**config.mk**
```make
export PLATFORM = sky130hd
export DESIGN_NAME = fifo_wr_arbiter
export DESIGN_NICKNAME = d
export VERILOG_FILES = /design/src/rtl/fifo_wr_arbiter.sv
export SDC_FILE = /design/constraint.sdc
export NUM_CORES = 1
export LEC_CHECK = 0
export CORE_ASPECT_RATIO = 0.7
export CORE_MARGIN = 3
export CORE_UTILIZATION = 44
export DETAILED_ROUTE_END_ITERATION = 10
export PLACE_DENSITY = 0.84
export SYNTH_ARGS = -nofsm -noshare
export SYNTH_HDL_FRONTEND = slang
export SYNTH_SLANG_ARGS = --single-unit
```
**constraint.sdc**
```tcl
create_clock -name clk -period 4.1 [get_ports clk]
set_input_delay 1.025 -clock clk [delete_from_list [all_inputs] [get_ports clk]]
set_output_delay 1.025 -clock clk [all_outputs]
set_load 0.01 [all_outputs]
```
**src/rtl/fifo_wr_arbiter.sv**
```systemverilog
// Round-robin arbiter sharing one FIFO write port among NUM_REQ valid/ready producers.
// Optional per-requester transfer counters are built when FIFO_WR_ARB_STATS_EN is defined.
module fifo_wr_arbiter #(
  parameter int NUM_REQ    = 4,
  parameter int DATA_WIDTH = 8,
  parameter int BURST_LEN  = 4
) (
  input  logic                          clk,
  input  logic                          rst,
`ifdef FIFO_WR_ARB_STATS_EN
  input  logic                          stat_clr,
  output logic [NUM_REQ*16-1:0]         stat_count,
`endif
  input  logic [NUM_REQ-1:0]            req_valid,
  input  logic [NUM_REQ*DATA_WIDTH-1:0] req_data,
  output logic [NUM_REQ-1:0]            req_ready,
  input  logic                          fifo_full,
  output logic                          fifo_w_en,
  output logic [DATA_WIDTH-1:0]         fifo_data_in,
  output logic [$clog2(NUM_REQ)-1:0]    grant_id,
  output logic                          busy
);

  localparam int IDW = $clog2(NUM_REQ);
  localparam int BCW = $clog2(BURST_LEN + 1);
  localparam logic [BCW-1:0] LAST_BEAT = BCW'(BURST_LEN - 1);

  typedef enum logic {IDLE = 1'b0, LOCK = 1'b1} state_t;

  state_t         state_r, state_s;
  logic [IDW-1:0] owner_r, owner_s;
  logic [IDW-1:0] rr_ptr_r, rr_ptr_s;
  logic [BCW-1:0] beat_cnt_r, beat_cnt_s;
  logic           owner_valid_s;
  logic           xfer_s;

  function automatic logic [IDW-1:0] inc_wrap(input logic [IDW-1:0] v);
    if (int'(v) == NUM_REQ - 1) begin
      inc_wrap = '0;
    end else begin
      inc_wrap = v + IDW'(1);
    end
  endfunction

  // Descending scan so the requester closest to start (in ring order) wins.
  function automatic logic [IDW-1:0] rr_pick(input logic [NUM_REQ-1:0] v,
                                             input logic [IDW-1:0] start);
    int idx;
    rr_pick = start;
    for (int i = NUM_REQ - 1; i >= 0; i--) begin
      idx = int'(start) + i;
      if (idx >= NUM_REQ) begin
        idx = idx - NUM_REQ;
      end else begin
        idx = idx;
      end
      if (v[idx[IDW-1:0]]) begin
        rr_pick = idx[IDW-1:0];
      end else begin
        rr_pick = rr_pick;
      end
    end
  endfunction

  // State, owner, pointer and beat registers.
  always_ff @(posedge clk or posedge rst) begin
    if (rst) begin
      state_r    <= IDLE;
      owner_r    <= '0;
      rr_ptr_r   <= '0;
      beat_cnt_r <= '0;
    end else begin
      state_r    <= state_s;
      owner_r    <= owner_s;
      rr_ptr_r   <= rr_ptr_s;
      beat_cnt_r <= beat_cnt_s;
    end
  end

  assign owner_valid_s = req_valid[owner_r];
  assign fifo_data_in  = req_data[int'(owner_r)*DATA_WIDTH +: DATA_WIDTH];

  // Next-state, handshake and FIFO write control.
  always_comb begin
    state_s    = state_r;
    owner_s    = owner_r;
    rr_ptr_s   = rr_ptr_r;
    beat_cnt_s = beat_cnt_r;
    req_ready  = '0;
    fifo_w_en  = 1'b0;
    xfer_s     = 1'b0;
    grant_id   = '0;
    busy       = 1'b0;
    case (state_r)
      IDLE: begin
        if (|req_valid) begin
          state_s    = LOCK;
          owner_s    = rr_pick(req_valid, rr_ptr_r);
          beat_cnt_s = '0;
        end else begin
          state_s = IDLE;
        end
      end
      LOCK: begin
        busy               = 1'b1;
        grant_id           = owner_r;
        req_ready[owner_r] = !fifo_full;
        xfer_s             = owner_valid_s & !fifo_full;
        fifo_w_en          = xfer_s;
        // Release hands straight to the next winner; the old owner is searched last.
        if ((xfer_s && (beat_cnt_r == LAST_BEAT)) || !owner_valid_s) begin
          rr_ptr_s   = inc_wrap(owner_r);
          beat_cnt_s = '0;
          if (|req_valid) begin
            state_s = LOCK;
            owner_s = rr_pick(req_valid, inc_wrap(owner_r));
          end else begin
            state_s = IDLE;
            owner_s = '0;
          end
        end else if (xfer_s) begin
          beat_cnt_s = beat_cnt_r + BCW'(1);
        end else begin
          beat_cnt_s = beat_cnt_r;
        end
      end
      default: begin
        state_s    = IDLE;
        owner_s    = '0;
        beat_cnt_s = '0;
      end
    endcase
  end

`ifdef FIFO_WR_ARB_STATS_EN
  logic [15:0] cnt_r [NUM_REQ];

  function automatic logic [15:0] sat_inc(input logic [15:0] v);
    if (v == 16'hFFFF) begin
      sat_inc = v;
    end else begin
      sat_inc = v + 16'd1;
    end
  endfunction

  // Per-requester saturating transfer counters; clear beats increment.
  always_ff @(posedge clk or posedge rst) begin
    if (rst) begin
      for (int i = 0; i < NUM_REQ; i++) cnt_r[i] <= 16'd0;
    end else if (stat_clr) begin
      for (int i = 0; i < NUM_REQ; i++) cnt_r[i] <= 16'd0;
    end else if (xfer_s) begin
      cnt_r[owner_r] <= sat_inc(cnt_r[owner_r]);
    end else begin
      for (int i = 0; i < NUM_REQ; i++) cnt_r[i] <= cnt_r[i];
    end
  end

  for (genvar g = 0; g < NUM_REQ; g++) begin : g_stat
    assign stat_count[g*16 +: 16] = cnt_r[g];
  end
`endif

endmodule
```
==> results.md <==
* Status: finished, final reports clean
* Power after layout at 1030 uW
* Vias in the first global route at approximately 1100
* Routed wire length per instance at about 17 um
* Post-synth top area cell: mux4_2
* Deepest clock path buffer count at 2
* Worst-path clk slew at 0.05 ns
* Final Net Count at 220
* Multi-input logic area at approximately 830 um^2
* Diode count at 0
* Critical path type: input pin to output port
* Final Critical Period at 3.78 ns
* Starting density of the core at 0.496
* Sequential standard cell area at 200 um^2
* P_leak at just under 0.0007 uW
* Worst path required time at roughly 3.1 ns
* Post-synthesis net count at 167
* Final ANT Viol Nets at 0
* RD Place Congestion at 0.877
* Largest net degree at the start of global routing at 27
* Final hold vios at 0
* WP buf/inv at 3
* Sequential area share after synthesis at 0.176
* Synth warn at 0
* Core box area at about 0.0023 mm^2
* Synth Flop Type: dfrtp_1
* Worst-skew pair later-pin latency at between 0.2 and 0.25 ns
* Routed vias at between 1000 and 1500
* Clk root buf: clkbuf_8
* Layout area overhead at 51.3%
* CTS Buf Count at 3
* Yosys cell types at 47
* Worst path arrival time at around 2.8 ns
* Die Span Y at just under 50 um
* CP max-delay cell: clkdlybuf4s50_1
* Drt initial violations at 49
* Synth cell count leaders: 9 x mux4_2, 8 x dfrtp_1, 8 x inv_1, 8 x nand2_1
* CTS resizes at 0
* Fill cells at 163
* Row cnt at 14
* Layout Skew at ~0.0069 ns
* Finish-stage setup viols at 0
* Crit. Startpoint: req_valid[1]
* Initial antenna violation count at 0
* Die width at 66.8 um
* Post-synth EDFFs at 0
* Die area at around 0.0032 mm^2
* First-pass GRT wire length at 5.51 mm
* Max rail drop VDD at between 0.0003 and 0.0004 V
* Critical Path Stages at 6
* Avg Cell Area, Syn at slightly above 9 um^2
* Worst-Margin Slew at roughly 1.1 ns
* Synth Register Bits at 8
* Cells after synthesis at ~120
* Number of port buffers at 54
* Slowest stage delay, CP at roughly 0.53 ns
* Layout cells sized above 1 at 0.162
* CP Launch Type: input pin
* Post-synth ARST share at 1.00
* Max Freq at between 200 and 300 MHz
* CTS tree: built
* RSZ-0062 raised after global routing: false
* Pins Over Slew Limit at 0
* WL final at 3.58 mm
* Hold/Removal Path Class: register to register
* Cell family with most CP delay: buffers and inverters
* Synth top area cells: mux4_2 18%, dfrtp_1 18%, ha_1 6.6%, mux2i_1 3.5%, and2_1 3.3%
* Max_cap viols at 0
* TNS Setup at 0 ns
* Post-Place Cell Area at roughly 0.0017 mm^2
* Drt first pass iters at 5
* CP cell instances: clkdlybuf4s50_1 -> mux2i_1 -> mux2_2 -> nand2b_1 -> inv_1 -> clkdlybuf4s50_1
* Reg-to-reg endpoint: owner_r[0]$_DFFE_PP0P_
* FF-to-FF Start: owner_r[0]$_DFFE_PP0P_
* IO Count at 55
* DPL Wire Length at 2.76 mm
* CTS sink count at 8
* Critical path destination: fifo_w_en
* Cts hold-fix bufs at 0
* Yosys top cell area share at 0.178
* Fin crit share at 0.921
* Max_slew headroom at 0.284
* Most common cell in the netlist: mux4_2
* Final Instance Area at around 0.0017 mm^2
* CP Capture Type: output port
* All-Layer GR Usage at 0.222
* GR Overflow Total at 0
* Netlist Area Pre-Place at around 0.0011 mm^2
* DRC at 0
* Power per Cell Area at roughly 600 mW/mm^2
* Top cell by count, worst path: clkdlybuf4s50_1
* R2r setup slk at 1.02 ns
* Crit-path max FO at 2
* Vias per inst at 5.77
* Total setup buffers inserted after CTS at 0
* Worst r2r path cells at 7
* H-tree Lvls at 1
power breakdown:
group / internal [uW] / switching (uW) / leakage [uW]
Clock: 63.9 / 34.2 / 0.0000216
Sequential: 109 / 91.7 / 0.0000980
Combinational: 413 / 315 / 0.000572
registers in the layout, summed over array words and instances, names as in the netlist:
register    cells
beat_cnt_r      3
owner_r         2
state_r         1
rr_ptr_r        2
kinds of logic after synthesis:
family / count (synthesis) / synth area share
AND/OR/NAND/NOR: 42 / 0.228
AO/OA/AOI/OAI: 29 / 0.186
buffers and inverters: 20 / 0.0935
multiplexers: 16 / 0.243
flip-flops: 8 / 0.176
adder cells (fa/ha/maj): 6 / 0.0660
XOR/XNOR: 1 / 0.00770
how the worst min path moves through the flow:
stage                                           end                 startpoint  cells after the start
final                     beat_cnt_r[2]$_DFFE_PP0P_  beat_cnt_r[2]$_DFFE_PP0P_                      2
after global placement    beat_cnt_r[2]$_DFFE_PP0P_  beat_cnt_r[2]$_DFFE_PP0P_                      2
after global routing      beat_cnt_r[0]$_DFFE_PP0P_  beat_cnt_r[0]$_DFFE_PP0P_                      1
after floorplan           beat_cnt_r[2]$_DFFE_PP0P_  beat_cnt_r[2]$_DFFE_PP0P_                      2
after detailed placement  beat_cnt_r[2]$_DFFE_PP0P_  beat_cnt_r[2]$_DFFE_PP0P_                      2
after CTS                 beat_cnt_r[2]$_DFFE_PP0P_  beat_cnt_r[2]$_DFFE_PP0P_                      2
worst register-to-register path: stages, from the launching register on:
cell,delay (ns)
dfrtp_1,1.05
inv_2,0.22
ha_1,0.51
and3_1,0.25
a31oi_1,0.21
o311ai_0,0.25
or3b_1,0.42
nand3_1,0.11
layout by cell type, fill, tap and decap left out, types with 5 or more instances in the layout:
cell type | Yosys | layout
a21oi_1 | 6 | 6
and2_1 | 6 | 6
clkdlybuf4s50_1 | 0 | 54
dfrtp_1 | 8 | 8
ha_1 | 6 | 6
inv_1 | 8 | 8
mux4_2 | 9 | 9
nand2_1 | 8 | 8
nor2_1 | 5 | 5
o21ai_0 | 5 | 5
per-stage QoR:
step	utilization	hold WS, ns	worst slack (ns)	std cells
3_3_place_gp	0.732	0.462	0.374	202
5_1_grt	0.750	0.511	0.286	205
6_report	0.750	0.475	0.322	205
4_1_cts	0.750	0.477	0.322	205
2_1_floorplan	-	0.452	1.26	122
3_5_place_dp	0.732	0.473	0.334	202
routing by layer:
| layer | global-route usage | routed length, um | up-vias |
|---|---|---|---|
| met2 | 0.401 | 1700 | 84 |
| met5 | 0 | 0 | - |
| li1 | - | - | 553 |
| met3 | 0.0579 | 397 | 16 |
| met4 | 0.0541 | 68 | 0 |
| met1 | 0.257 | 1420 | 529 |
cell type report:
cell class,instances,area share
flip-flops and latches,8,0.116
inverters,10,0.0218
well taps,32,0.0233
repair buffers,58,0.332
clock buffers,3,0.0240
multi-input cells,94,0.483
No activity file was read; power rests on OpenSTA's default activity.
